==> src/rtl/instr_encoder.sv <==
// RV32I (+CLZ/CTZ/CPOP) instruction encoder: the inverse of the decode stage.
// The package carries the operation list and opcode/funct constants shared with decode.
// The module is a two-stage valid/ready pipeline with immediate range checks,
// a write-address counter and a saturating error counter.

package riscv_pkg;
    localparam int XLEN = 32;

    localparam logic [6:0] OPC_LUI    = 7'b0110111;
    localparam logic [6:0] OPC_AUIPC  = 7'b0010111;
    localparam logic [6:0] OPC_JAL    = 7'b1101111;
    localparam logic [6:0] OPC_JALR   = 7'b1100111;
    localparam logic [6:0] OPC_BRANCH = 7'b1100011;
    localparam logic [6:0] OPC_LOAD   = 7'b0000011;
    localparam logic [6:0] OPC_STORE  = 7'b0100011;
    localparam logic [6:0] OPC_OP_IMM = 7'b0010011;
    localparam logic [6:0] OPC_OP     = 7'b0110011;

    localparam logic [2:0] F3_ADD  = 3'b000;
    localparam logic [2:0] F3_SLL  = 3'b001;
    localparam logic [2:0] F3_SLT  = 3'b010;
    localparam logic [2:0] F3_SLTU = 3'b011;
    localparam logic [2:0] F3_XOR  = 3'b100;
    localparam logic [2:0] F3_SR   = 3'b101;
    localparam logic [2:0] F3_OR   = 3'b110;
    localparam logic [2:0] F3_AND  = 3'b111;

    localparam logic [2:0] F3_BEQ  = 3'b000;
    localparam logic [2:0] F3_BNE  = 3'b001;
    localparam logic [2:0] F3_BLT  = 3'b100;
    localparam logic [2:0] F3_BGE  = 3'b101;
    localparam logic [2:0] F3_BLTU = 3'b110;
    localparam logic [2:0] F3_BGEU = 3'b111;

    localparam logic [2:0] F3_B    = 3'b000;
    localparam logic [2:0] F3_H    = 3'b001;
    localparam logic [2:0] F3_W    = 3'b010;
    localparam logic [2:0] F3_BU   = 3'b100;
    localparam logic [2:0] F3_HU   = 3'b101;

    localparam logic [6:0] F7_BASE  = 7'b0000000;
    localparam logic [6:0] F7_ALT   = 7'b0100000;
    localparam logic [6:0] F7_COUNT = 7'b0110000;

    typedef enum logic [5:0] {
        UNKNOWN,
        LUI, AUIPC, JAL, JALR,
        BEQ, BNE, BLT, BGE, BLTU, BGEU,
        LB, LH, LW, LBU, LHU,
        SB, SH, SW,
        ADDI, SLTI, SLTIU, XORI, ORI, ANDI,
        SLLI, SRLI, SRAI,
        ADD, SUB, SLL, SLT, SLTU, XOR, SRL, SRA, OR, AND,
        CLZ, CTZ, CPOP
    } operation_e;
endpackage

module instr_encoder
    import riscv_pkg::*;
#(
    parameter int                 ADDR_W    = 12,
    parameter logic [ADDR_W-1:0]  BASE_ADDR = '0
) (
    input  logic              clk_i,
    input  logic              rst_i,
    input  logic              flush_i,
    input  logic              in_valid_i,
    output logic              in_ready_o,
    input  operation_e        operation_i,
    input  logic [4:0]        rd_addr_i,
    input  logic [4:0]        rs1_addr_i,
    input  logic [4:0]        rs2_addr_i,
    input  logic [XLEN-1:0]   imm_i,
    input  logic [4:0]        shamt_i,
    output logic              out_valid_o,
    input  logic              out_ready_i,
    output logic [XLEN-1:0]   instr_o,
    output logic [ADDR_W-1:0] addr_o,
    output logic              err_o,
    output logic [15:0]       err_cnt_o
);

    localparam logic [XLEN-1:0] NOP = 32'h0000_0013;

    typedef enum logic [2:0] {
        FMT_NONE, FMT_R, FMT_I, FMT_S, FMT_B, FMT_U, FMT_J
    } fmt_e;

    fmt_e       fmt;
    logic [6:0] opc;
    logic [2:0] f3;
    logic [6:0] f7;
    logic [4:0] fld5;     // bits [24:20]: rs2, shamt or the count selector

    logic              s1_valid_q;
    logic [XLEN-1:0]   s1_instr_q, s1_instr_d;
    logic              s1_err_q, s1_err_d;
    logic              out_valid_q;
    logic [XLEN-1:0]   instr_q;
    logic              err_q;
    logic [ADDR_W-1:0] addr_q;
    logic [15:0]       err_cnt_q;

    logic s2_adv, s1_adv, in_accept, out_hs;
    logic i_ok, b_ok, j_ok, u_ok;

    assign s2_adv     = !out_valid_q || out_ready_i;
    assign s1_adv     = !s1_valid_q || s2_adv;
    assign in_ready_o = s1_adv && !flush_i && !rst_i;
    assign in_accept  = in_valid_i && in_ready_o;
    assign out_hs     = out_valid_q && out_ready_i;

    // Immediate must survive truncation to its field (sign bits all equal, alignment).
    assign i_ok = (&imm_i[31:11]) || !(|imm_i[31:11]);
    assign b_ok = ((&imm_i[31:12]) || !(|imm_i[31:12])) && !imm_i[0];
    assign j_ok = ((&imm_i[31:20]) || !(|imm_i[31:20])) && !imm_i[0];
    assign u_ok = !(|imm_i[11:0]);

    // Map the operation to its format and opcode/funct fields.
    always_comb begin
        fmt  = FMT_NONE;
        opc  = '0;
        f3   = '0;
        f7   = F7_BASE;
        fld5 = rs2_addr_i;
        case (operation_i)
            LUI:   begin fmt = FMT_U; opc = OPC_LUI;   end
            AUIPC: begin fmt = FMT_U; opc = OPC_AUIPC; end
            JAL:   begin fmt = FMT_J; opc = OPC_JAL;   end
            JALR:  begin fmt = FMT_I; opc = OPC_JALR; f3 = 3'b000; end
            BEQ:   begin fmt = FMT_B; opc = OPC_BRANCH; f3 = F3_BEQ;  end
            BNE:   begin fmt = FMT_B; opc = OPC_BRANCH; f3 = F3_BNE;  end
            BLT:   begin fmt = FMT_B; opc = OPC_BRANCH; f3 = F3_BLT;  end
            BGE:   begin fmt = FMT_B; opc = OPC_BRANCH; f3 = F3_BGE;  end
            BLTU:  begin fmt = FMT_B; opc = OPC_BRANCH; f3 = F3_BLTU; end
            BGEU:  begin fmt = FMT_B; opc = OPC_BRANCH; f3 = F3_BGEU; end
            LB:    begin fmt = FMT_I; opc = OPC_LOAD; f3 = F3_B;  end
            LH:    begin fmt = FMT_I; opc = OPC_LOAD; f3 = F3_H;  end
            LW:    begin fmt = FMT_I; opc = OPC_LOAD; f3 = F3_W;  end
            LBU:   begin fmt = FMT_I; opc = OPC_LOAD; f3 = F3_BU; end
            LHU:   begin fmt = FMT_I; opc = OPC_LOAD; f3 = F3_HU; end
            SB:    begin fmt = FMT_S; opc = OPC_STORE; f3 = F3_B; end
            SH:    begin fmt = FMT_S; opc = OPC_STORE; f3 = F3_H; end
            SW:    begin fmt = FMT_S; opc = OPC_STORE; f3 = F3_W; end
            ADDI:  begin fmt = FMT_I; opc = OPC_OP_IMM; f3 = F3_ADD;  end
            SLTI:  begin fmt = FMT_I; opc = OPC_OP_IMM; f3 = F3_SLT;  end
            SLTIU: begin fmt = FMT_I; opc = OPC_OP_IMM; f3 = F3_SLTU; end
            XORI:  begin fmt = FMT_I; opc = OPC_OP_IMM; f3 = F3_XOR;  end
            ORI:   begin fmt = FMT_I; opc = OPC_OP_IMM; f3 = F3_OR;   end
            ANDI:  begin fmt = FMT_I; opc = OPC_OP_IMM; f3 = F3_AND;  end
            // Immediate shifts are R-shaped with shamt in the rs2 slot.
            SLLI:  begin fmt = FMT_R; opc = OPC_OP_IMM; f3 = F3_SLL; fld5 = shamt_i; end
            SRLI:  begin fmt = FMT_R; opc = OPC_OP_IMM; f3 = F3_SR;  fld5 = shamt_i; end
            SRAI:  begin fmt = FMT_R; opc = OPC_OP_IMM; f3 = F3_SR;  fld5 = shamt_i; f7 = F7_ALT; end
            ADD:   begin fmt = FMT_R; opc = OPC_OP; f3 = F3_ADD;  end
            SUB:   begin fmt = FMT_R; opc = OPC_OP; f3 = F3_ADD;  f7 = F7_ALT; end
            SLL:   begin fmt = FMT_R; opc = OPC_OP; f3 = F3_SLL;  end
            SLT:   begin fmt = FMT_R; opc = OPC_OP; f3 = F3_SLT;  end
            SLTU:  begin fmt = FMT_R; opc = OPC_OP; f3 = F3_SLTU; end
            XOR:   begin fmt = FMT_R; opc = OPC_OP; f3 = F3_XOR;  end
            SRL:   begin fmt = FMT_R; opc = OPC_OP; f3 = F3_SR;   end
            SRA:   begin fmt = FMT_R; opc = OPC_OP; f3 = F3_SR;   f7 = F7_ALT; end
            OR:    begin fmt = FMT_R; opc = OPC_OP; f3 = F3_OR;   end
            AND:   begin fmt = FMT_R; opc = OPC_OP; f3 = F3_AND;  end
            // Bit-count ops select the variant through the rs2 slot.
            CLZ:   begin fmt = FMT_R; opc = OPC_OP_IMM; f3 = F3_SLL; f7 = F7_COUNT; fld5 = 5'd0; end
            CTZ:   begin fmt = FMT_R; opc = OPC_OP_IMM; f3 = F3_SLL; f7 = F7_COUNT; fld5 = 5'd1; end
            CPOP:  begin fmt = FMT_R; opc = OPC_OP_IMM; f3 = F3_SLL; f7 = F7_COUNT; fld5 = 5'd2; end
            default: fmt = FMT_NONE;
        endcase
    end

    // Assemble the machine word; out-of-range immediates still encode their low bits.
    always_comb begin
        s1_instr_d = NOP;
        s1_err_d   = 1'b1;
        case (fmt)
            FMT_R: begin
                s1_instr_d = {f7, fld5, rs1_addr_i, f3, rd_addr_i, opc};
                s1_err_d   = 1'b0;
            end
            FMT_I: begin
                s1_instr_d = {imm_i[11:0], rs1_addr_i, f3, rd_addr_i, opc};
                s1_err_d   = !i_ok;
            end
            FMT_S: begin
                s1_instr_d = {imm_i[11:5], rs2_addr_i, rs1_addr_i, f3, imm_i[4:0], opc};
                s1_err_d   = !i_ok;
            end
            FMT_B: begin
                s1_instr_d = {imm_i[12], imm_i[10:5], rs2_addr_i, rs1_addr_i, f3,
                              imm_i[4:1], imm_i[11], opc};
                s1_err_d   = !b_ok;
            end
            FMT_U: begin
                s1_instr_d = {imm_i[31:12], rd_addr_i, opc};
                s1_err_d   = !u_ok;
            end
            FMT_J: begin
                s1_instr_d = {imm_i[20], imm_i[10:1], imm_i[11], imm_i[19:12], rd_addr_i, opc};
                s1_err_d   = !j_ok;
            end
            default: begin
                s1_instr_d = NOP;
                s1_err_d   = 1'b1;
            end
        endcase
    end

    // Two-stage pipeline; flush drops both valids but leaves data registers alone.
    always_ff @(posedge clk_i) begin
        if (rst_i) begin
            s1_valid_q  <= 1'b0;
            s1_instr_q  <= '0;
            s1_err_q    <= 1'b0;
            out_valid_q <= 1'b0;
            instr_q     <= '0;
            err_q       <= 1'b0;
        end else if (flush_i) begin
            s1_valid_q  <= 1'b0;
            out_valid_q <= 1'b0;
        end else begin
            if (s2_adv) begin
                out_valid_q <= s1_valid_q;
                if (s1_valid_q) begin
                    instr_q <= s1_instr_q;
                    err_q   <= s1_err_q;
                end
            end
            if (s1_adv) begin
                s1_valid_q <= in_accept;
                if (in_accept) begin
                    s1_instr_q <= s1_instr_d;
                    s1_err_q   <= s1_err_d;
                end
            end
        end
    end

    // Address and error counters advance on every consumed word, flush or not.
    always_ff @(posedge clk_i) begin
        if (rst_i) begin
            addr_q    <= BASE_ADDR;
            err_cnt_q <= '0;
        end else if (out_hs) begin
            addr_q <= addr_q + ADDR_W'(4);
            if (err_q && (err_cnt_q != 16'hFFFF)) begin
                err_cnt_q <= err_cnt_q + 16'd1;
            end
        end
    end

    assign out_valid_o = out_valid_q;
    assign instr_o     = instr_q;
    assign err_o       = err_q;
    assign addr_o      = addr_q;
    assign err_cnt_o   = err_cnt_q;

endmodule

==> config.mk <==
export PLATFORM = sky130hd
export DESIGN_NAME = instr_encoder
export DESIGN_NICKNAME = d
export VERILOG_FILES = /design/src/rtl/instr_encoder.sv
export SDC_FILE = /design/constraint.sdc
export NUM_CORES = 1
export LEC_CHECK = 0
export CORE_MARGIN = 2
export CORE_UTILIZATION = 49
export DETAILED_ROUTE_END_ITERATION = 16
export PLACE_DENSITY = 0.91
export SLEW_MARGIN = 20
export SYNTH_ARGS = -nofsm -noshare
export SYNTH_HDL_FRONTEND = slang
export SYNTH_SLANG_ARGS = --single-unit
==> constraint.sdc <==
create_clock -name clk_i -period 2.5 [get_ports clk_i]
set_input_delay 0.75 -clock clk_i [delete_from_list [all_inputs] [get_ports clk_i]]
set_output_delay 0.75 -clock clk_i [all_outputs]
set_load 0.02 [all_outputs]
# After elaboration in Yosys (flattened, before gate mapping)
# Index checks and enable logic that the tools add are counted.
[op_classes]
eq_ne = 47
mux = 7
n_addsub = 2
bitwise = 1
n_reduce_logical = 53
[op_table]
columns = ["cell", "n"]
rows = [
  ["$pmux 32 s6", 1],
  ["$eq 6x5->1 const B", 16],
  ["$pmux 7 s9", 1],
  ["$eq 6x6->1 const B", 9],
  ["$eq 6x4->1 const B", 8],
  ["$reduce_or 12->1", 4],
  ["$eq 6x3->1 const B", 4],
  ["$pmux 3 s7", 1],
  ["$reduce_and 21->1", 1],
  ["$reduce_or 21->1", 1],
  ["$pmux 5 s4", 1],
  ["$reduce_and 20->1", 1],
  ["$reduce_or 20->1", 1],
  ["$pmux 3 s6", 1],
  ["$reduce_or 3->1", 6],
  ["$add 16x1->16 const B", 1],
  ["$ne 16x16->1 const B", 1],
  ["$reduce_or 16->1", 1],
  ["$add 12x3->12 const B", 1],
  ["$eq 6x2->1 const B", 2],
  ["$pmux 6 s2", 1],
  ["$reduce_and 12->1", 1],
  ["$reduce_or 6->1", 2],
  ["$logic_not 1->1", 11],
  ["15 further kinds", 33],
]
[totals]
inputBits = 63
regBits = 96
elab_cells = 118

# Depth between registers and ports, before layout
# Gate-level depths: netlist of run 1.
[logic_depth]
ltp_word = 7
ltp_mapped = 8
ltp_nobuf = 6

# Least setup slack after synthesis of run 1
# OpenSTA, ideal clock, no wires.
[synth_path]
path_kind = "input to output"
from = "in rst_i"
to = "out in_ready_o"
path_slack_ns = 0.136
stages = 3
required_ns = 1.750
arrival_time_ns = 1.614
n_path_buf = 2
cell_sequence = "buf_2 clkbuf_1 nor3_1"
[synth_via]
elab_chain_cells = 2
[synth_lines]
columns = ["item", "line", "text"]
rows = [
  ["start, declared", "65", "input logic rst_i,"],
  ["$logic_not 1->1", "109", "assign in_ready_o = s1_adv && !flush_i && !rst_i;"],
  ["$logic_and 1x1->1", "109", ""],
  ["end, declared", "68", "output logic in_ready_o,"],
]
# Every way passes these cells.

# Worst setup path after layout of run 1
[layout_path]
from = "in operation_i[1]"
to = "reg s1_err_q"
[layout_via]
elab_chain_cells = 6
elab_cells_between_ends = 54
cone_classes = "eq/ne (46); mux (2); reduce/logical (6)"
[layout_lines]
columns = ["item", "line", "text"]
rows = [
  ["start, declared", "69", "input operation_e operation_i,"],
  ["$eq 6x6->1, or another cell as far along", "126", "case (operation_i)"],
  ["$reduce_or 16->1 (no line), or another cell as far along", "n/a", ""],
  ["$pmux 3 s6 (*)", "126", ""],
  ["$eq 3x2->1", "177", "case (fmt)"],
  ["$reduce_or 2->1 (no line)", "n/a", ""],
  ["$pmux 1 s5 (*)", "177", ""],
  ["end signal, assigned", "234", "s1_err_q <= s1_err_d;"],
  ["end, declared", "97", "logic s1_err_q, s1_err_d;"],
]
# Mark *: on every way between the ends. The rest lies on a longest branch, timed or not.
# A chain may end at the register's enable or synchronous reset.

==> flow_metrics.py, run 1 <==
metrics = {
    "cts": {
        "clkLatencyLatePin_ps": 360,
        "cts_buffers": 9,
        "cts.path.max_buffers": 2,
        "cts_sinks": 92,
        "cts-root-buf": "clkbuf_8",
        "htree_levels": 3,
        "clk_pin_slew_ps": 90,
        "cts_hold_buf": 0,
        "cts_tree": "done",
    },
    "critical_path": {
        "critPathKind": "input port to flip-flop",
        "crit_path_start": "operation_i[1]",
        "worstPathRequired_ps": 2770,
        "r2r_start": "err_cnt_o[0]",
        "arrival_ps": 2670,
        "worst-path-max-fanout": 16,
        "end_kind": "flip-flop",
        "start_kind": "input port",
    },
    "timing": {
        "setup_slack_ps": 103,
        "skew_ps": 12.8,
        "setup_viol": 0,
        "final_max_slew_viol_count": 0,
        "finalHoldViolCount": 0,
        "tns_ps": 0,
        "finalCritPeriodShare": 0.959,
        "layout_min_cycle_time_ps": 2400,
        "worst_slew_pin_slew_ps": 740,
        "fmax_ghz": 0.417,
        "slew_headroom": 0.507,
        "rsz0062_at_grt": "no",
    },
    "logic_synthesis": {
        "ys_top_cells_by_area": "dfxtp_1 39%, nand2_1 8.2%, a21oi_1 4.9%",
        "ys_seq_area_frac": 0.391,
        "ys.flop_type": "dfxtp_1",
        "synth.ff_latch_count": 92,
        "syn_area_per_cell_sq_um": 8.11,
        "netlist_area_sq_um": 4710,
        "yosys.area.top_type": "dfxtp_1",
        "netlist_instances": 581,
        "ys_warn_count": 0,
        "synthArstFlopShare": 0,
        "synth.top_cell.area_share": 0.391,
        "synth_edf_count": 0,
        "synth.distinct_cells": 70,
    },
    "routing": {
        "viasPerCell": 5.69,
        "drt_pass1_iterations": 5,
        "vias": 5075,
        "ant_nets": 0,
        "drc": 0,
        "wl_per_cell_um": 16.5,
        "totalWireLength_um": 14800,
        "drtIter0Drc": 261,
    },
    "place": {
        "dpl_cell_area_sq_um": 6580,
        "dp_slack_ps": -504,
        "buffer_ports.inserted": 123,
        "dp_hpwl_um": 11600,
        "place_congestion": 0.948,
    },
    "finish": {
        "final_nets": 824,
        "nFillCells": 725,
        "drive_gt1_frac": 0.164,
        "antenna_cells": 0,
        "design_area_sq_um": 6770,
        "syn2layout_area_growth_pct": 43.7,
    },
    "pwr": {
        "leakagePower_uw": 0.00243,
        "powerDensity_nw_per_um2": 439,
        "ir_worst_vdd_mv": 0.260,
    },
    "global_routing": {
        "gr-total-overflow": 0,
        "grt_usage": 0.284,
        "antenna_found_initial": 0,
        "grt_pass1_wl_um": 23100,
        "grt_max_degree": 70,
        "grt_pass1_vias": 4756,
    },
    "floorplanning": {
        "ios": 126,
        "core_area_sq_um": 9280,
        "die_width_um": 102,
        "start_util": 0.508,
        "dieArea_sq_um": 10400,
        "die_y_um": 102,
        "num_rows": 35,
    },
    "outcome": {
        "status": "finished clean",
    },
    "flow_run": {
        "cap_violations": 0,
    },
    "worst_hold_path": {
        "min-delay-start": "s1_instr_q[12]",
        "hold_path.class": "flip-flop to flip-flop",
    },
}
[cell usage in the layout, fill, tap and decap left out, types with 3 or more instances in the layout]
cell / count
a2111oi_0: 3
a211oi_2: 4
a21oi_1: 46
a221o_1: 5
a221oi_1: 6
a222oi_1: 3
a22o_1: 4
a22oi_1: 12
and2_1: 9
and3_1: 14
and4_1: 3
buf_12: 5
buf_4: 79
clkbuf_8: 9
clkdlybuf4s50_1: 120
dfxtp_1: 92
inv_1: 4
mux2i_1: 3
nand2_1: 103
nand2b_1: 4
nand3_1: 14
nand4_1: 12
nor2_1: 41
nor2b_1: 7
nor3_1: 20
nor3b_1: 4
nor4_1: 10
nor4b_1: 4
o21a_1: 4
o21ai_0: 15
o21ai_1: 18
or3_1: 4
xnor2_1: 16
xor2_1: 7
[where the power goes]
group | switching [uW] | total [uW] | internal, uW
Sequential | 10.9 | 1490 | 1480
Combinational | 242 | 488 | 247
Clock | 528 | 993 | 465
Total | 780 | 2980 | 2200
[logic make-up (layout without fill, tap and decap cells)]
family                     after synthesis  after routing  share of synthesized area
other                                    1              2                   0.000795
muxes                                    3              3                    0.00637
DFF                                     92             92                      0.391
buffers and inverters                   45            226                     0.0517
xor gates and xnor gates                23             23                     0.0427
adders and majority gates                2              2                    0.00531
and+or+nand+nor                        269            269                      0.292
AOI/OAI and AO/OA                      146            146                      0.210
[flip-flops by register name (all words and copies together), names as in the netlist]
register / count
addr_o: 10
err_cnt_o: 16
instr_o: 31
s1_valid_q: 1
s1_err_q: 1
err_o: 1
s1_instr_q: 31
out_valid_o: 1
[per-layer routing]
layer	vias to the layer above	global-route usage	part of all wire
met4	0	0.114	0.030
li1	2452	-	-
met5	-	0	0
met1	2383	0.347	0.42
met2	203	0.493	0.49
met3	37	0.0527	0.061
[repair_timing]
| item | CTS | global route |
|---|---|---|
| pin swaps | 0 | 1 |
| resized for setup | 7 | 2 |
| setup buffers | 0 | 0 |
| hold endpoints to repair | 0 | 0 |
| endpoints found under the setup margin | 2 | 3 |
[final cells by class]
type	instances	area, sq um	share of cell area
Tap cell	129	161	0.0238
Multi-Input combinational cell	445	2650	0.391
Timing Repair Buffer	207	1910	0.282
Clock buffer	9	124	0.0183
Inverter	4	15.0	0.00222
Sequential cell	92	1840	0.272
Clock inverter	6	71.3	0.0105
[critical path, stage by stage]
cell and delay (ps):
clkdlybuf4s50_1 440, buf_12 170, buf_4 170, or3_1 340
and2_1 200, a211oi_2 260, o211ai_1 150, a41oi_2 190
[final timing paths]
| kind | end | slack (ps) | cells past startpoint |
|---|---|---|---|
| hold reg to reg | instr_o[12] | 450 | 2 |
| setup reg to reg | err_cnt_o[0] | 700 | 7 |
| hold / removal | instr_o[12] | 450 | 2 |
| setup / recovery | s1_err_q | 100 | 8 |
[cells in the mapped netlist, drive strengths merged, types with 7 or more instances]
cell and count:
xnor2 16, nand3 15, dfxtp 92, and3 14, xor2 7, a22oi 12
nor3 21, nand4 13, clkbuf 17, nor2 44, nor4 11, and2 9
nand2 103, o21ai 34, nor2b 8, a21oi 46, buf 24
[stage by stage]
| stage | util | hold slack [ps] | std cells | power [uW] |
|---|---|---|---|---|
| final | 0.730 | 454 | 892 | 2980 |
| after global routing | 0.730 | 462 | 892 | 3100 |
| after CTS | 0.729 | 444 | 892 | 2990 |
| after detailed placement | 0.708 | 442 | 877 | 2010 |
| after global placement | 0.708 | 438 | 877 | 2000 |
| after floorplan | - | 425 | 582 | 1740 |
Power figures use the tool's default switching activity.
==> run 2: changes to the inputs <==
Settings changed: SKIP_LAST_GASP from default to 1.
==> results of run 2 <==
The final DEF is identical to that of run 1; final timing and power are the same.
